**config.mk**
```make
export PLATFORM = sky130hd
export DESIGN_NAME = cacheline_burst_arbiter
export DESIGN_NICKNAME = d
export VERILOG_FILES = /design/src/rtl/cacheline_burst_arbiter.sv
export SDC_FILE = /design/constraint.sdc
export NUM_CORES = 1
export LEC_CHECK = 0
export ABC_CLOCK_PERIOD_IN_PS = 7600
export BUFFER_PORTS_ARGS = -buffer_cell sky130_fd_sc_hd__buf_2
export CORE_AREA = 2 2 390 392
export DETAILED_ROUTE_END_ITERATION = 8
export DIE_AREA = 0 0 392 394
export GPL_TIMING_DRIVEN = 0
export RECOVER_POWER = 25
export SLEW_MARGIN = 20
export SYNTH_ARGS = -nofsm -noshare
export SYNTH_HDL_FRONTEND = slang
export SYNTH_SLANG_ARGS = --single-unit
```
**constraint.sdc**
```tcl
create_clock -name clk -period 7.6 [get_ports clk]
set_clock_uncertainty 0.1 [all_clocks]
set_input_delay 0.76 -clock clk [delete_from_list [all_inputs] [get_ports clk]]
set_output_delay 0.76 -clock clk [all_outputs]
set_load 0.1 [all_outputs]
```
**src/rtl/cacheline_burst_arbiter.sv**
```systemverilog
`default_nettype none
// ============================================================================
//  Module   : cacheline_burst_arbiter
//  Purpose  : Arbitrates whole-line requests from the I-cache and D-cache and
//             serialises each granted line into BEATS memory beats. Reads
//             assemble the returned beats into the line buffer; writebacks
//             slice the latched line into beats. A one-cycle resp pulse
//             closes every transaction.
//  Revision : 1.0 - initial release
// ============================================================================
module cacheline_burst_arbiter #(
    parameter int BEATS  = 4,
    parameter int BEAT_W = 64,
    parameter int LINE_W = 256,
    parameter int ADDR_W = 32
) (
    input  logic              clk,
    input  logic              reset,
    input  logic              i_read,
    input  logic [ADDR_W-1:0] i_addr,
    output logic [LINE_W-1:0] i_rdata,
    output logic              i_resp,
    input  logic              d_read,
    input  logic              d_write,
    input  logic [ADDR_W-1:0] d_addr,
    input  logic [LINE_W-1:0] d_wdata,
    output logic [LINE_W-1:0] d_rdata,
    output logic              d_resp,
    output logic              mem_read,
    output logic              mem_write,
    output logic [ADDR_W-1:0] mem_addr,
    output logic [BEAT_W-1:0] mem_wdata,
    input  logic [BEAT_W-1:0] mem_rdata,
    input  logic              mem_resp
);

    // Beat counter width and the number of byte-offset bits inside one line.
    localparam int                c_cnt_w     = (BEATS > 1) ? $clog2(BEATS) : 1;
    localparam int                c_off_w     = $clog2(LINE_W / 8);
    localparam logic [ADDR_W-1:0] c_addr_mask = {ADDR_W{1'b1}} << c_off_w;
    localparam logic [c_cnt_w-1:0] c_last_beat = c_cnt_w'(BEATS - 1);

    typedef enum logic [2:0] {
        ST_IDLE = 3'd0,
        ST_I_RD = 3'd1,
        ST_D_RD = 3'd2,
        ST_D_WR = 3'd3,
        ST_DONE = 3'd4
    } state_t;

    state_t               r_state;
    state_t               w_state_nxt;
    logic [c_cnt_w-1:0]   r_cnt;
    logic [LINE_W-1:0]    r_buf;
    logic [ADDR_W-1:0]    r_addr;
    logic                 r_last_d;     // 1: last grant went to the D-cache

    logic                 w_d_req;
    logic                 w_grant;
    logic                 w_grant_d;
    logic                 w_beat_ack;
    logic                 w_capture;
    logic                 w_last_beat;

    // A D-side read and write together is served as a writeback.
    assign w_d_req  = d_read | d_write;
    assign mem_addr = r_addr;
    assign i_rdata  = r_buf;
    assign d_rdata  = r_buf;

    // State register; reset drops any burst in flight immediately.
    always_ff @(posedge clk or negedge reset) begin
        if (!reset) begin
            r_state <= ST_IDLE;
        end else begin
            r_state <= w_state_nxt;
        end
    end

    // Next-state, grant decision and Moore-style memory/response outputs.
    always_comb begin
        w_state_nxt = r_state;
        w_grant     = 1'b0;
        w_grant_d   = 1'b0;
        w_beat_ack  = 1'b0;
        w_capture   = 1'b0;
        w_last_beat = 1'b0;
        mem_read    = 1'b0;
        mem_write   = 1'b0;
        mem_wdata   = '0;
        i_resp      = 1'b0;
        d_resp      = 1'b0;
        case (r_state)
            ST_IDLE: begin
                // Round-robin only matters when both sides are pending:
                // the D side loses only if it was the previous winner.
                if (w_d_req && !(i_read && r_last_d)) begin
                    w_grant     = 1'b1;
                    w_grant_d   = 1'b1;
                    w_state_nxt = d_write ? ST_D_WR : ST_D_RD;
                end else if (i_read) begin
                    w_grant     = 1'b1;
                    w_state_nxt = ST_I_RD;
                end
            end
            ST_I_RD, ST_D_RD: begin
                mem_read    = 1'b1;
                w_beat_ack  = mem_resp;
                w_capture   = mem_resp;
                w_last_beat = mem_resp && (r_cnt == c_last_beat);
                if (w_last_beat) begin
                    w_state_nxt = ST_DONE;
                end
            end
            ST_D_WR: begin
                mem_write   = 1'b1;
                mem_wdata   = r_buf[r_cnt*BEAT_W +: BEAT_W];
                w_beat_ack  = mem_resp;
                w_last_beat = mem_resp && (r_cnt == c_last_beat);
                if (w_last_beat) begin
                    w_state_nxt = ST_DONE;
                end
            end
            ST_DONE: begin
                i_resp      = ~r_last_d;
                d_resp      = r_last_d;
                w_state_nxt = ST_IDLE;
            end
            default: begin
                w_state_nxt = ST_IDLE;
            end
        endcase
    end

    // Grant-time latching of address/line/winner, then per-beat buffer and
    // counter updates while a burst is running.
    always_ff @(posedge clk or negedge reset) begin
        if (!reset) begin
            r_cnt    <= '0;
            r_buf    <= '0;
            r_addr   <= '0;
            r_last_d <= 1'b0;
        end else begin
            if (w_grant) begin
                r_addr   <= (w_grant_d ? d_addr : i_addr) & c_addr_mask;
                r_last_d <= w_grant_d;
                if (w_grant_d && d_write) begin
                    r_buf <= d_wdata;
                end
            end
            if (w_capture) begin
                r_buf[r_cnt*BEAT_W +: BEAT_W] <= mem_rdata;
            end
            if (w_beat_ack) begin
                r_cnt <= w_last_beat ? '0 : r_cnt + 1'b1;
            end
        end
    end

endmodule
`default_nettype wire

```
After elaboration in Yosys (flattened, before gate mapping) --
Cells that the tools add are included.
Storage, ports and cells: register bits after elaboration 289, input bits 390, output and inout bits 612, logic and storage cells 52
Operators by class: add/subtract/negate cells 2, equal/unequal tests 7, shift-type cells 3, multiplexer cells 24, bitwise logic cells 2, reduce and logical (&&, ||, !) cells 9
Operator list (number):
- 256-bit 2-to-1 mux | 3
- 256-bit bitwise mux | 1
- 64-bit by 34-bit variable shift with 256-bit output (first input constant) | 1
- 256-bit by 9-bit indexed part select with 64-bit output | 1
- 64-bit by 34-bit indexed part select with 256-bit output | 1
- 64-bit 2-to-1 mux | 1
- 8-bit negator with 34-bit output | 1
- 32-bit 2-to-1 mux | 1
- 1-bit 2-to-1 mux | 13
- 3-bit 2-to-1 mux | 3
- 3-bit by 2-bit == test with 1-bit output (second input constant) | 2
- 3-bit one-hot mux with 2 select lines | 1
- 1-bit logical AND | 4
- 3-bit by 1-bit == test with 1-bit output (second input constant) | 1
- 3-bit == test (second input constant) | 1
- 3-bit zero test | 1
- 3-bit inequality test (second input constant) | 1
- 3-bit OR reduction | 1
- 2-bit by 1-bit adder with 2-bit output (second input constant) | 1
- 2-bit == test (second input constant) | 1
- 2-bit 2-to-1 mux | 1
- 2-bit by 1-bit inequality test with 1-bit output (second input constant) | 1
- 2-bit AND reduction | 1
- 2-bit OR reduction | 1
- 3 further kinds | 3

Depth between registers and ports, before layout --
Gate-level depths: netlist of run 1.
depth in word-level cells 10, mapped depth 10, depth with buffers taken out 5

Worst setup path after synthesis of run 1 --
Ideal clock, no wire load.
kind register to output, from register r_state[2], to output port i_resp, arrival time 3.625 ns, data required time 6.740 ns, slack 3.115 ns, stages on the path, launching flop included 4, buffers on the path 1, cells stage by stage dfrtp_1 -> clkbuf_1 -> inv_1 -> nor4_1
On the way: longest elaborated chain between the ends 2
Ends and longest elaborated chain:
- start, declared | RTL line 51 | state_t r_state;
- start signal, assigned | RTL line 76 | r_state <= w_state_nxt;
- 3-bit == test | RTL line 93 | case (r_state)
- 1-bit 2-to-1 mux | RTL line 93
- end, declared | RTL line 22 | output logic i_resp,
Every way passes these cells.

Worst setup path in the final report of run 1 --
from register r_cnt[1], to register r_buf[121], in the netlist d_rdata[121]
On the way: longest elaborated chain between the ends 4, elaborated cells on any way between the ends 5, those cells by class add/sub: 1; shift: 2; mux: 2
Ends and longest elaborated chain:
- start, declared | RTL line 53 | logic [c_cnt_w-1:0] r_cnt;
- start signal, assigned | RTL line 155 | r_cnt <= w_last_beat ? '0 : r_cnt + 1'b1;
- 8-bit negator with 34-bit output (*) | RTL line 152 | r_buf[r_cnt*BEAT_W +: BEAT_W] <= mem_rdata;
- 64-bit by 34-bit indexed part select with 256-bit output or 64-bit by 34-bit variable shift with 256-bit output (tied branches) | RTL line 152
- 256-bit bitwise mux (*) | RTL line 152
- 256-bit 2-to-1 mux (*) | RTL line 151 | if (w_capture) begin
- end signal, assigned | RTL line 148 | r_buf <= d_wdata;
- end signal, assigned by index | RTL line 152
- end, declared | RTL line 54 | logic [LINE_W-1:0] r_buf;
Every way passes the cells marked *; elsewhere a longest branch is shown, timed or not. A chain may end at the register's enable or synchronous reset.

==> summary.txt, run 1 <==
Worst setup path
  – Critical Path RT: 8010 ps
  – WP buf/inv: 7
  – CP Cell Sequence: clkbuf_2, buf_16, clkbuf_1, inv_1, ha_1, buf_2, and3b_1, clkbuf_1, clkbuf_1, a211oi_1, a31oi_1
  – CP Data Arrival Time: 5070 ps
  – Max stage delay on crit path: 830 ps
  – WS Path Type: register to register
  – CP max stage cell: clkbuf_1
  – CP delay by family, top: buffers and inverters
  – Crit-path most repeated cell: clkbuf_1
  – Nature of the critical path endpoint: register
  – Worst-path fanout max: 10
  – CP startpoint kind: register

Synthesis
  – Syn Std Cell Area: 19600 um2
  – Post-synth EDFFs: 0
  – Sequential-to-total area share from yosys stat: 0.369
  – Mapped Cells: 2095
  – Ys async rst share: 1.00
  – Ys flop type: dfrtp_1
  – Yosys cell types: 44
  – Synth Area per Inst: 9.35 um2
  – Yosys warnings: 0
  – #FFs+latches synth: 289

Detailed routing
  – DR vias/cell: 4.74
  – Antenna-violating nets left: 0
  – Drt initial violations: 2710
  – Drt drc: 0
  – WL/cell: 34.8 um
  – Via count: 24.9k
  – DRT Pass-1 Iters: 5
  – DRT Wirelength: 183000 um

Outcome
  – Failing checks: max-capacitance violations, max-slew violations
  – Status: complete, but fails checks

CTS
  – Cts hold-fix bufs: 0
  – Number of buffers created by CTS: 40
  – Setup Fix Bufs, Post-CTS: 0
  – H-tree depth: 2
  – CTS tree: done
  – Clk Latency, worst-skew pair: 590 ps
  – Worst-path clk slew: 80 ps
  – Root Buffer: clkbuf_16
  – Post-cts sizing count: 0
  – Maximum clock insertion buffer count: 3
  – Clock sink count: 289

Global routing
  – Met2 Usage GRT: 0.353
  – GRT busiest layer: met2
  – Largest net degree at the start of global routing: 87
  – GRT Total Usage: 0.227
  – GRT met1 Usage: 0.269
  – Met3 GRT Util: 0.0877
  – Initial antenna violation count: 132
  – First-pass GRT wire length: 234000 um
  – GR Overflow Total: 0
  – Vias in the first global route: 23.3k

STA
  – Hold Worst Slack: 339 ps
  – Period minus WS final: 4660 ps
  – Final hold viol count: 0
  – RSZ-0062 raised after global routing: no
  – Max Clock Freq: 0.214 GHz
  – Final setup viols: 0
  – Period utilization: 0.614
  – Rel. slew slack: -1.87
  – Fin. max-slew vios: 60
  – Worst slew pin tran: 4310 ps
  – TNS Setup: 0 ps

Place
  – DP Wirelength: 150000 um
  – GP Congestion: 0.975
  – IO Port Bufs: 985

Hold path
  – Worst min path class: input pin to register

Floorplanning
  – Die width: 392 um
  – Starting Density: 0.130
  – Core Region: 151000 um2
  – Chip height: 394 um
  – FP Rows: 143
  – I/O pin cnt: 1002
  – Die footprint: 154000 um2

Final layout
  – Layout area overhead: 47.9%
  – Layout cells sized above 1: 0.466
  – Final Util: 0.192
  – Most frequent cells in the layout: buf_2 (1001), dfrtp_1 (289), buf_4 (261)
  – Most common cell after layout, fill and taps aside: buf_2
  – Nets@finish: 3537
  – Fillcell total: 17.1k

Flow run
  – Max Cap Viol: 1
worst register-to-register path: stages, from the launching register on:
cell and delay [ps]:
dfrtp_1 410, clkbuf_2 420, buf_16 200, clkbuf_1 670
inv_1 240, ha_1 340, buf_2 240, and3b_1 190
clkbuf_1 520, clkbuf_1 840, a211oi_1 240, a31oi_1 190
Yosys cell counts (2+ instances only):
cell type,n,area [um2]
nor4b_1,2,17.5
nor2_1,4,15.0
inv_1,5,18.8
a311oi_1,3,26.3
mux4_2,64,1440
buf_2,24,120
buf_4,261,1960
nor4bb_1,2,20.0
ha_1,5,62.6
nand2b_1,2,12.5
a211oi_1,253,1900
a31oi_1,256,1600
nand3b_1,4,30.0
o21ai_0,257,1290
mux2_1,19,214
mux2_2,36,405
dfrtp_1,289,7230
nand2_1,4,15.0
nor3b_1,2,15.0
nand4_1,256,1600
buf_1,9,33.8
nor2b_1,64,400
or2_2,4,25.0
buf_6,3,33.8
clkbuf_1,248,931
routing by layer:
metal / wire length, um / up-vias
met5: 633 / -
met4: 11000 / 104
met3: 20200 / 448
met2: 80700 / 1775
met1: 70200 / 12400
li1: - / 10100
through the flow:
step	worst slack, ps	instances	cell area, um2
global route	2630	5220	28900
finish	2940	5249	29000
CTS	2750	5203	28900
detailed placement	2780	5130	27500
floorplan	3120	2099	19600
global placement	-749	5114	27100
state kept, by name, summed over array words and instances (netlist names):
signal,cells
r_cnt,2
r_last_d,1
r_state,3
mem_addr,27
d_rdata,256
cell families after synthesis:
family                     count (synthesis)  share of synthesized area
DFF                                      289                      0.369
muxes                                    120                      0.106
adders and majority gates                  5                    0.00319
other                                      1                   0.000191
and+or+nand+nor                          354                      0.114
AOI/OAI and AO/OA                        774                      0.248
buffers and inverters                    551                      0.159
xor gates and xnor gates                   1                   0.000831
path summary, 6_finish.rpt:
kind,cells after the start,start,to,slack [ps]
max,11,r_cnt[1]$_DFFE_PN0P_,d_rdata[121]$_DFF_PN0_,2940
min in group asynchronous,1,reset,d_rdata[14]$_DFF_PN0_,1570
min,3,d_wdata[246],d_rdata[246]$_DFF_PN0_,340
max reg2reg,11,r_cnt[1]$_DFFE_PN0P_,d_rdata[121]$_DFF_PN0_,2940
min reg2reg,1,mem_addr[21]$_DFFE_PN0N_,mem_addr[21]$_DFFE_PN0N_,380
max in group asynchronous,1,reset,d_rdata[193]$_DFF_PN0_,3410
layout make-up:
cell class                      instances  area [um2]  share of cell area
Antenna cell                           46         115             0.00397
Sequential cell                       289        7230               0.250
Inverter                                5        18.8            0.000648
Tap cell                             2030        2540              0.0877
Clock buffer                           54        1130              0.0391
Timing Repair Buffer                 1001        5330               0.184
Buffer                                546        3120               0.108
Multi-Input combinational cell       1259        9270               0.320
Clock inverter                         19         224             0.00773
Power of run 1 is not shown: default switching activity piles up to over one toggle a cycle in this logic, so the estimate is an artifact.
==> inputs of run 2 (changes only) <==
Settings changed: ABC_CLOCK_PERIOD_IN_PS 7600 to 4500, CORE_AREA 2 2 390 392 to 2 2 395 397, DIE_AREA 0 0 392 394 to 0 0 397 399.
Clock period 7.6 ns to 4.5 ns, I/O delays scaled along.
==> summary.txt, run 2 (synthesis results as in run 1) <==
Outcome
  – Status: complete, but fails checks
  – Failing checks: max-capacitance violations, max-slew violations

STA
  – Final setup viols: 0 (unchanged)
  – Hold Worst Slack: 42.6 ps (-297 ps)
  – RSZ-0062 raised after global routing: no
  – Max Clock Freq: 0.238 GHz (+11%)
  – Period utilization: 0.935 (+0.321)
  – Period minus WS final: 4210 ps (-456 ps)
  – TNS Setup: 0 ps (unchanged)
  – Worst slew pin tran: 3270 ps (-1040 ps)
  – Final hold viol count: 0 (unchanged)
  – Rel. slew slack: -1.18 (+0.691)
  – Fin. max-slew vios: 52 (-13%)

CTS
  – H-tree depth: 2 (unchanged)
  – Clk Latency, worst-skew pair: 580 ps (about the same)
  – Maximum clock insertion buffer count: 3 (unchanged)
  – Worst-path clk slew: 70 ps (about the same)
  – Setup Fix Bufs, Post-CTS: 0 (unchanged)
  – Number of buffers created by CTS: 38 (-5.0%)
  – Clock sink count: 289 (unchanged)
  – Root Buffer: clkbuf_16
  – CTS tree: done

Floorplanning
  – Starting Density: 0.127 (-0.00257)
  – FP Rows: 144 (+0.70%)
  – Die footprint: 158000 um2 (+2.6%)
  – Chip height: 399 um (+1.3%)
  – Die width: 397 um (+1.3%)
  – I/O pin cnt: 1002 (unchanged)
  – Core Region: 154000 um2 (+2.0%)

Global routing
  – First-pass GRT wire length: 235000 um (+0.62%)
  – Vias in the first global route: 23.0k (-1.3%)
  – GRT Total Usage: 0.223 (-0.00313)
  – GR Overflow Total: 0 (unchanged)
  – Initial antenna violation count: 158 (+20%)
  – Largest net degree at the start of global routing: 86 (-1.1%)

Worst setup path
  – CP startpoint kind: register
  – CP max stage cell: buf_2
  – Worst-path fanout max: 13 (+3)
  – CP delay by family, top: buffers and inverters
  – Critical Path RT: 4900 ps (-3110 ps)
  – R2r worst-path depth: 10 (-1)
  – CP Data Arrival Time: 4610 ps (-460 ps)
  – CP Cell Sequence: buf_2, buf_2, inv_1, ha_1, buf_2, nor4b_1, buf_2, buf_1, a211oi_1, a31oi_1
  – WP buf/inv: 6 (-1)
  – WS Path Type: register to register
  – Max stage delay on crit path: 600 ps (-230 ps)
  – Crit-path most repeated cell: buf_2
  – Crit path depth: 10 (-1)
  – Nature of the critical path endpoint: register

Final layout
  – Most frequent cells in the layout: buf_2 (983), dfrtp_1 (289), buf_4 (261)
  – Most common cell after layout, fill and taps aside: buf_2
  – Nets@finish: 3536 (-0.028%)
  – Final Util: 0.189 (-0.00328)
  – Multi-input gate area: 9270 um2 (unchanged)
  – Layout cells sized above 1: 0.460 (-0.00543)
  – Reg area: 7230 um2 (unchanged)
  – Fillcell total: 17.3k (+1.2%)
  – Layout area overhead: 48.3%
  – Number of flip-flops in the largest register: 256 (unchanged)

Hold path
  – Worst min path class: input pin to register
  – Min-Delay Path Depth: 3 (unchanged)

Detailed routing
  – Drt initial violations: 2502 (-7.7%)
  – Drt drc: 0 (unchanged)
  – DR vias/cell: 4.75 (+0.28%)
  – Via count: 25.1k (+0.91%)
  – DRT Wirelength: 186000 um (+1.9%)
  – Post-Route M1 WL: 67600 um (-3.7%)
  – Wire length on met3: 23900 um (+19%)
  – Top Metal Used: met5
  – DRT Pass-1 Iters: 6 (+1)
  – Routed wl met2: 80200 um (-0.54%)
  – Antenna-violating nets left: 0 (unchanged)
  – WL/cell: 35.2 um (+1.3%)

Place
  – GP Congestion: 0.996 (+2.2%)
  – DP Wirelength: 154000 um (+2.9%)
  – IO Port Bufs: 985 (unchanged)

Flow run
  – Max Cap Viol: 1 (unchanged)
==> run 2: cell count changes in the layout (fill, tap and decap cells not counted), sizes merged <==
cell	before	now
diode	46	71
buf	1291	1273
clkbuf	310	324
inv	10	7
bufinv	3	5
clkinv	9	8
clkinvlp	2	1
dlygate4sd3	0	1
==> run 2: per-layer routing <==
layer  global-route usage  vias to the layer above
li1                     -                    10100
met1                0.255                    12400
met5                    0                        -
met2                0.335                     1908
met3                0.104                      501
met4                0.142                      128
==> run 2: layout make-up <==
type,instances,share of cell area
sequential,289,0.249
clock inverter,16,0.00780
inverter,5,0.000646
multi-input combinational,1259,0.319
buffer,545,0.107
tap,2044,0.0880
antenna,71,0.00612
timing repair buffer,1003,0.185
clock buffer,50,0.0374
==> run 2: what timing repair did <==
| item | CTS | global route |
|---|---|---|
| endpoints found under the setup margin | 161 | 0 |
| hold buffers | 1 | 0 |
| resized for setup | 3 | 0 |
| hold endpoints to repair | 51 | 0 |
==> run 2: final timing paths <==
path,to,slack (ps),start
max in group asynchronous,d_rdata[114]$_DFF_PN0_,790,reset
hold / removal,d_rdata[254]$_DFF_PN0_,40,d_wdata[254]
hold reg to reg,mem_addr[24]$_DFFE_PN0N_,380,mem_addr[24]$_DFFE_PN0N_
setup reg to reg,d_rdata[171]$_DFF_PN0_,290,r_cnt[0]$_DFFE_PN0P_
min in group asynchronous,d_rdata[14]$_DFF_PN0_,1410,reset
setup / recovery,d_rdata[171]$_DFF_PN0_,290,r_cnt[0]$_DFFE_PN0P_
==> run 2: metrics by stage <==
step / cells / area [um2] / setup WS [ps]
after floorplan: 2099 / 19600 / 325
after global placement: 5128 / 27100 / -3480
after detailed placement: 5145 / 27600 / -405
after CTS: 5211 / 28900 / 260
after global routing: 5237 / 28900 / 62.2
final: 5282 / 29000 / 292
==> run 2: tightest hold or removal path, delay by kind of cell <==
family | cells | cell delay, ps
buf+inv | 1 | 100
compound gates | 1 | 80
simple gates | 1 | 70
Power of run 2 is left out for the same reason.
